`src/rtl/mmio_control_registers.sv`:
```
// mmio_control_registers
// Word-addressed control/status register block behind a simple req/ack MMIO
// port. A three-state handshake FSM serves one access at a time. Writes take
// priority over reads. All register updates and read-data captures happen on
// the edge that leaves IDLE.

module mmio_control_registers #(
  parameter logic [31:0] ID_VALUE                = 32'h7141_0001,
  parameter logic [31:0] UNMAPPED_VALUE          = 32'hDEAD_BEEF,
  parameter int          AXI4_LITE_ADDRESS_WIDTH = 32
) (
  input  logic                               S_AXI_ACLK,
  input  logic                               S_AXI_ARESETN,
  input  logic                               read_req,
  output logic                               read_ack,
  input  logic [AXI4_LITE_ADDRESS_WIDTH-1:0] read_address,
  output logic [31:0]                        read_data,
  input  logic                               write_req,
  output logic                               write_ack,
  input  logic [AXI4_LITE_ADDRESS_WIDTH-1:0] write_address,
  input  logic [31:0]                        write_data,
  output logic                               core_enable,
  output logic                               core_soft_reset,
  input  logic                               core_done,
  input  logic                               core_halted
);

  // Word offsets of the mapped registers (address bits [4:2])
  localparam logic [2:0] OFF_ID          = 3'd0;
  localparam logic [2:0] OFF_CONTROL     = 3'd1;
  localparam logic [2:0] OFF_STATUS      = 3'd2;
  localparam logic [2:0] OFF_SCRATCH     = 3'd3;
  localparam logic [2:0] OFF_CYCLE_COUNT = 3'd4;
  localparam logic [2:0] OFF_ERROR_ADDR  = 3'd5;

  typedef enum logic [1:0] {
    ST_IDLE      = 2'd0,
    ST_WRITE_ACK = 2'd1,
    ST_READ_ACK  = 2'd2
  } state_t;

  state_t      state_q, state_d;
  logic [31:0] read_data_q, read_data_d;
  logic        enable_q, enable_d;
  logic        soft_reset_q, soft_reset_d;
  logic        done_sticky_q, done_sticky_d;
  logic [31:0] scratch_q, scratch_d;
  logic [31:0] cycle_count_q, cycle_count_d;
  logic [31:0] error_addr_q, error_addr_d;

  logic        write_commit;
  logic        read_capture;
  logic        write_mapped;
  logic        read_mapped;
  logic [2:0]  write_offset;
  logic [2:0]  read_offset;
  logic        done_clear;
  logic [31:0] read_value;

  // An address is mapped only when every bit above [4:2] is zero and the
  // word offset lands on one of the six implemented registers.
  function automatic logic addr_is_mapped(input logic [AXI4_LITE_ADDRESS_WIDTH-1:0] addr);
    return ((addr >> 5) == '0) && (addr[4:2] <= OFF_ERROR_ADDR);
  endfunction

  assign write_offset = write_address[4:2];
  assign read_offset  = read_address[4:2];
  assign write_mapped = addr_is_mapped(write_address);
  assign read_mapped  = addr_is_mapped(read_address);

  // Handshake FSM next state; the IDLE exit edge is where work is committed
  always_comb begin
    state_d      = state_q;
    write_commit = 1'b0;
    read_capture = 1'b0;
    case (state_q)
      ST_IDLE: begin
        if (write_req) begin
          state_d      = ST_WRITE_ACK;
          write_commit = 1'b1;
        end else if (read_req) begin
          state_d      = ST_READ_ACK;
          read_capture = 1'b1;
        end
      end
      ST_WRITE_ACK: state_d = ST_IDLE;
      ST_READ_ACK:  state_d = ST_IDLE;
      default:      state_d = ST_IDLE;
    endcase
  end

  // Read multiplexer over the current register contents
  always_comb begin
    read_value = UNMAPPED_VALUE;
    if (read_mapped) begin
      case (read_offset)
        OFF_ID:          read_value = ID_VALUE;
        OFF_CONTROL:     read_value = {30'b0, 1'b0, enable_q};
        OFF_STATUS:      read_value = {30'b0, core_halted, done_sticky_q};
        OFF_SCRATCH:     read_value = scratch_q;
        OFF_CYCLE_COUNT: read_value = cycle_count_q;
        OFF_ERROR_ADDR:  read_value = error_addr_q;
        default:         read_value = UNMAPPED_VALUE;
      endcase
    end
  end

  // Register file next-state: write decode, read capture, sticky and counter
  always_comb begin
    enable_d      = enable_q;
    soft_reset_d  = 1'b0;
    scratch_d     = scratch_q;
    error_addr_d  = error_addr_q;
    read_data_d   = read_data_q;
    done_clear    = 1'b0;

    if (write_commit) begin
      if (!write_mapped) begin
        error_addr_d = 32'(write_address);
      end else begin
        case (write_offset)
          OFF_CONTROL: begin
            enable_d     = write_data[0];
            soft_reset_d = write_data[1];
          end
          OFF_STATUS:  done_clear = write_data[0];
          OFF_SCRATCH: scratch_d  = write_data;
          default:     ;
        endcase
      end
    end

    if (read_capture) begin
      read_data_d = read_value;
      if (!read_mapped) begin
        error_addr_d = 32'(read_address);
      end
    end

    // A new completion pulse beats a simultaneous write-one-to-clear
    done_sticky_d = core_done | (done_sticky_q & ~done_clear);

    // The soft-reset pulse cycle clears the counter ahead of any increment
    if (soft_reset_q) begin
      cycle_count_d = 32'd0;
    end else if (enable_q && !done_sticky_q) begin
      cycle_count_d = cycle_count_q + 32'd1;
    end else begin
      cycle_count_d = cycle_count_q;
    end
  end

  // State and register flops with asynchronous active-low reset
  always_ff @(posedge S_AXI_ACLK or negedge S_AXI_ARESETN) begin
    if (!S_AXI_ARESETN) begin
      state_q       <= ST_IDLE;
      read_data_q   <= 32'd0;
      enable_q      <= 1'b0;
      soft_reset_q  <= 1'b0;
      done_sticky_q <= 1'b0;
      scratch_q     <= 32'd0;
      cycle_count_q <= 32'd0;
      error_addr_q  <= 32'd0;
    end else begin
      state_q       <= state_d;
      read_data_q   <= read_data_d;
      enable_q      <= enable_d;
      soft_reset_q  <= soft_reset_d;
      done_sticky_q <= done_sticky_d;
      scratch_q     <= scratch_d;
      cycle_count_q <= cycle_count_d;
      error_addr_q  <= error_addr_d;
    end
  end

  assign write_ack       = (state_q == ST_WRITE_ACK);
  assign read_ack        = (state_q == ST_READ_ACK);
  assign read_data       = read_data_q;
  assign core_enable     = enable_q;
  assign core_soft_reset = soft_reset_q;

endmodule
```
`config.mk`:
```
export PLATFORM = sky130hd
export DESIGN_NAME = mmio_control_registers
export DESIGN_NICKNAME = d
export VERILOG_FILES = /design/src/rtl/mmio_control_registers.sv
export SDC_FILE = /design/constraint.sdc
export NUM_CORES = 1
export LEC_CHECK = 0
export BUFFER_PORTS_ARGS = -buffer_cell sky130_fd_sc_hd__buf_2
export CAP_MARGIN = 40
export CORE_UTILIZATION = 35
export CTS_CLUSTER_DIAMETER = 80
export DETAILED_ROUTE_END_ITERATION = 10
export GPL_ROUTABILITY_DRIVEN = 0
export PLACE_DENSITY = 0.59
export SETUP_SLACK_MARGIN = 0.1
export SYNTH_ARGS = -nofsm -noshare
export SYNTH_HDL_FRONTEND = slang
export SYNTH_SLANG_ARGS = --single-unit
```
`constraint.sdc`:
```
create_clock -name S_AXI_ACLK -period 4.3 [get_ports S_AXI_ACLK]
set_clock_uncertainty 0.05 [all_clocks]
set_input_delay 0.43 -clock S_AXI_ACLK [delete_from_list [all_inputs] [get_ports S_AXI_ACLK]]
set_output_delay 0.43 -clock S_AXI_ACLK [all_outputs]
set_load 0.01 [all_outputs]
```
* After elaboration in Yosys (flattened, before gate mapping)
Index checks and enable logic that the tools add are counted.
** Word-level totals
- Input port bits :: 102
- Output and inout port bits :: 36
- Flip-flop bits (word level) :: 133
- Logic and storage cells :: 58
** Operators by class
- Reduce and logical (&&, ||, !) cells :: 11
- $add $sub $neg :: 1
- Multiplexer cells :: 22
- Equality and inequality tests :: 11
- Order comparisons :: 2
- Bitwise gates (word level) :: 3
** Operators by type and width (number)
- $mux W32 :: 7
- $pmux W32 S6 :: 1
- $logic_not A32 Y1 :: 2
- $add A32 B1 Y32 const B :: 1
- $eq A3 B2 Y1 const B :: 4
- $mux W1 :: 11
- $eq A3 B1 Y1 const B :: 2
- $eq A3 B3 Y1 const B :: 2
- $le A3 B3 Y1 const B :: 2
- $mux W2 :: 3
- $reduce_and A3 Y1 :: 2
- $logic_and A1 B1 Y1 :: 3
- $logic_not A3 Y1 :: 1
- $ne A3 B3 Y1 const B :: 1
- $eq A2 B1 Y1 const B :: 1
- $eq A2 B2 Y1 const B :: 1
- $logic_not A2 Y1 :: 1
- $reduce_bool A2 Y1 :: 1
- $and A1 B1 Y1 :: 1
- $logic_not A1 Y1 :: 1
- $not A1 Y1 :: 1
- $or A1 B1 Y1 :: 1

* Logic depth before layout (Yosys ltp)
- Depth after elaboration :: 7
- Gate-level depth with buffers :: 8
- Mapped depth without buffers :: 6

* Worst setup path after synthesis
No wires, ideal clock.
- Kind :: input -> register
- Start :: input port write_req
- End :: register read_data_q[28], in the netlist read_data[28]
- Library setup time :: 0.126 ns
- Stages on the path :: 5
- Setup slack :: 2.205 ns
- Buffers on the path :: 2
- Data arrival time :: 1.919 ns
- Path through :: or4b_4 buf_6 or3_4 buf_6 o32a_1
** On the way
- Cells in the longest elaborated chain, start to end :: 2
** Ends and longest elaborated chain
- from (decl) :: line 18 : input logic write_req,
- $mux W1 :: line 78 : if (write_req) begin
- $mux W1 :: line 76 : case (state_q)
- to (signal assigned) :: line 166 : read_data_q <= read_data_d;
- to (decl) :: line 43 : logic [31:0] read_data_q, read_data_d;
Every way passes these cells.
A chain may end at the register's enable or synchronous reset.

* Final worst setup path
- Start :: register state_q[1]
- End :: register scratch_q[29]
** On the way
- Cells in the longest elaborated chain, start to end :: 3
** Ends and longest elaborated chain
- from (decl) :: line 42 : state_t state_q, state_d;
- from (signal assigned) :: line 165 : state_q <= state_d;
- $logic_not A2 Y1 :: line 76
- $mux W1 :: line 76
- $reduce_and A3 Y1 (no line)
- to (signal assigned) :: line 170 : scratch_q <= scratch_d;
- to (decl) :: line 47 : logic [31:0] scratch_q, scratch_d;
Every way passes these cells.

==> results.sh <==
export IMPL_status="complete, but fails checks"
export IMPL_violations="hold timing"
export IMPL_core_area_um2=18000
export IMPL_num_vias=5177
export IMPL_synth_avg_cell_area_um2=10.4
export IMPL_wl_um=18200
export IMPL_rrSetupSlack_ps=1930
export IMPL_final_common_cell="buf_2"
export IMPL_highest_layer="met4"
export IMPL_synthDistinctLibCells=44
export IMPL_drive_gt1_share_pct=29.0
export IMPL_syn_num_nets=722
export IMPL_slew_violations=0
export IMPL_rsz0062_at_grt="no"
export IMPL_path_class="flip-flop to flip-flop"
export IMPL_path_max_fanout=32
export IMPL_ant_nets=0
export IMPL_cp_start_kind="flip-flop"
export IMPL_synth_top_cell_area_share_pct=51.9
export IMPL_final_hold_viol_count=3
export IMPL_drc_errors=0
export IMPL_worstSkewPairLatency_ps=420
export IMPL_cts_resized_gates=0
export IMPL_cts_buffers_inserted=17
export IMPL_layout_common_cells="buf_2 (136), dfrtp_1 (133), nor2_1 (69)"
export IMPL_path_buf_inv=3
export IMPL_htreeDepth=4
export IMPL_synthArstFlopShare_pct=100
export IMPL_place_hpwl_um=12900
export IMPL_ys_top_cells_by_area="dfrtp_1 (52%), mux2_2 (5.6%), mux2i_1 (5.2%), nor2_1 (4.0%), a21oi_1 (4.0%)"
export IMPL_grt_use_total_pct=20.1
export IMPL_ys_seq_area_share_pct=51.9
export IMPL_grt_pass1_wl_um=28000
export IMPL_drv_cap=0
export IMPL_path_cells="nor3b_2 > buf_4 > inv_1 > nor4_2 > nand3_1 > buf_4 > mux2_1"
export IMPL_whs_ps=-18.0
export IMPL_cts_root_buf="clkbuf_16"
export IMPL_die_w_um=137
export IMPL_setup_tns_final_ps=0
export IMPL_portBuffers=137
export IMPL_grt_overflow=0
export IMPL_detail_route_wl_per_cell_um=18.4
export IMPL_grt_pass1_vias=4928
export IMPL_via_per_inst=5.23
export IMPL_p_per_area_nw_per_um2=400
export IMPL_route_met3_wl_um=827
export IMPL_crit_start="state_q[1]"
export IMPL_synth_flop_cell="dfrtp_1"
export IMPL_synth_seq_cells=133
export IMPL_initial_core_util_pct=35.7
export IMPL_die_y_um=137
export IMPL_dr_first_iter_drc_count=472
export IMPL_worst_path_most_repeated_cell="buf_4"
export IMPL_vdd_ir_drop_max_mv=0.241
export IMPL_cts_sinks=133
export IMPL_period_share_pct=55.1
export IMPL_post_cts_setup_buffers=0
export IMPL_cts_hold_buffers=0
export IMPL_area_growth_syn_to_layout_pct=24.2
export IMPL_setup_violations=0
export IMPL_synth_edff_count=0
export IMPL_r2r_start="state_q[1]"
export IMPL_min_path_type="input pin to asynchronous set/reset pin"
export IMPL_synth_cell_area_um2=6410
export IMPL_fmax_mhz=422
export IMPL_yosys_warnings=0
export IMPL_grt_antenna_before_repair=1
export IMPL_p_leak_nw=3.63
export IMPL_yosys_area_top_type="dfrtp_1"
export IMPL_crit_family="buffers and inverters"
export IMPL_first_pass_iters=5
export IMPL_wl_met2_um=8160
export IMPL_final_util_pct=44.3
export IMPL_path_clk_slew_ps=60
export IMPL_clockBufferDepth=2
export IMPL_critPathArrivalTime_ps=2630
export IMPL_finalNetCount=849
export IMPL_critical_path_max_stage_delay_ps=420
export IMPL_cts_tree="done"
export IMPL_ioPinCount=138
export IMPL_period_minus_slack_ps=2370
export IMPL_slew_headroom_pct=45.5
export IMPL_synthCells=619
export IMPL_row_count=49
export IMPL_wl_met1_um=8850
export IMPL_required_ps=4560
export IMPL_critPathCaptureType="flip-flop"
export IMPL_die_area_um2=18900
export IMPL_grt_max_degree=134
export IMPL_tightest_slew_ps=817
export IMPL_cpMaxStageDelayCell="dfrtp_1"
export IMPL_fill_cells=1708
## synthesized netlist by cell type (3+ instances only)
| master | instances |
|---|---|
| dfrtp_1 | 133 |
| nor2_1 | 69 |
| a21oi_1 | 51 |
| nand2_1 | 41 |
| mux2i_1 | 33 |
| mux2_2 | 32 |
| a22oi_1 | 27 |
| o22a_1 | 25 |
| clkbuf_1 | 24 |
| o21ai_0 | 24 |
| xor2_1 | 18 |
| nand4_1 | 17 |
| nor4_1 | 16 |
| o21ai_1 | 10 |
| xnor2_1 | 10 |
| and3_1 | 9 |
| nand3_1 | 9 |
| nor3_1 | 8 |
| buf_2 | 7 |
| inv_1 | 7 |
| buf_6 | 5 |
| and2_1 | 4 |
| and4_1 | 4 |
| buf_1 | 4 |
| nor2b_1 | 4 |
| or3_1 | 4 |
| or2_2 | 3 |
## where the power goes
part / internal (W) / total, W / switching (W)
combinational: 0.000128 / 0.000308 / 0.000180
sequential: 0.00132 / 0.00136 / 0.0000428
clock: 0.000986 / 0.00152 / 0.000531
## sequential cells by signal, indices dropped and copies added, names as in the netlist
register and count:
cycle_count_q 32, error_addr_q 32, read_data 32, scratch_q 32
state_q 2, core_enable 1, core_soft_reset 1, done_sticky_q 1
## per-layer routing
metal	vias up	global-route usage, %
met5	-	0
li1	2499	-
met3	22	3.79
met2	142	29.7
met4	0	7.88
met1	2514	29.0
## through the flow
step                cell area (um^2)  setup slack, ps  hold WS (ps)  std cells  power, W
floorplan                       6410             2210          84.4        619   0.00153
global placement                7280             1410           434        953   0.00168
detailed placement              7330             1560           434        956   0.00169
CTS                             7960             1920           115        988   0.00321
global route                    7960             1720           134        988   0.00331
finish                          7960             1930         -18.0        989   0.00318
## final cells by class
| type | instances | area (um^2) | area share, % |
|---|---|---|---|
| multi-input combinational | 438 | 2880 | 36.1 |
| inverter | 8 | 30.0 | 0.377 |
| antenna | 1 | 2.50 | 0.0314 |
| timing repair buffer | 148 | 813 | 10.2 |
| tap | 229 | 287 | 3.60 |
| sequential | 133 | 3330 | 41.8 |
| clock inverter | 8 | 120 | 1.51 |
| clock buffer | 24 | 502 | 6.30 |
## logic make-up (layout without fill, tap and decap cells)
| group | Yosys count | after routing | synth area share, % |
|---|---|---|---|
| adders and majority gates | 1 | 1 | 0.195 |
| muxes | 66 | 66 | 11.0 |
| buffers and inverters | 48 | 188 | 3.53 |
| xor gates and xnor gates | 28 | 28 | 3.83 |
| DFF | 133 | 133 | 51.9 |
| other | 0 | 1 | 0 |
| and+or+nand+nor | 198 | 198 | 15.3 |
| AOI/OAI and AO/OA | 145 | 145 | 14.2 |
## final timing paths
| kind | endpoint | cells past startpoint |
|---|---|---|
| worst max-delay path | scratch_q[29] | 7 |
| worst max register to register | scratch_q[29] | 7 |
| max in group asynchronous | scratch_q[27] | 2 |
| worst min-delay path | error_addr_q[26] | 2 |
| min in group S_AXI_ACLK | done_sticky_q | 2 |
| worst min register to register | read_data[14] | 2 |
No activity file was read; power rests on OpenSTA's default activity.
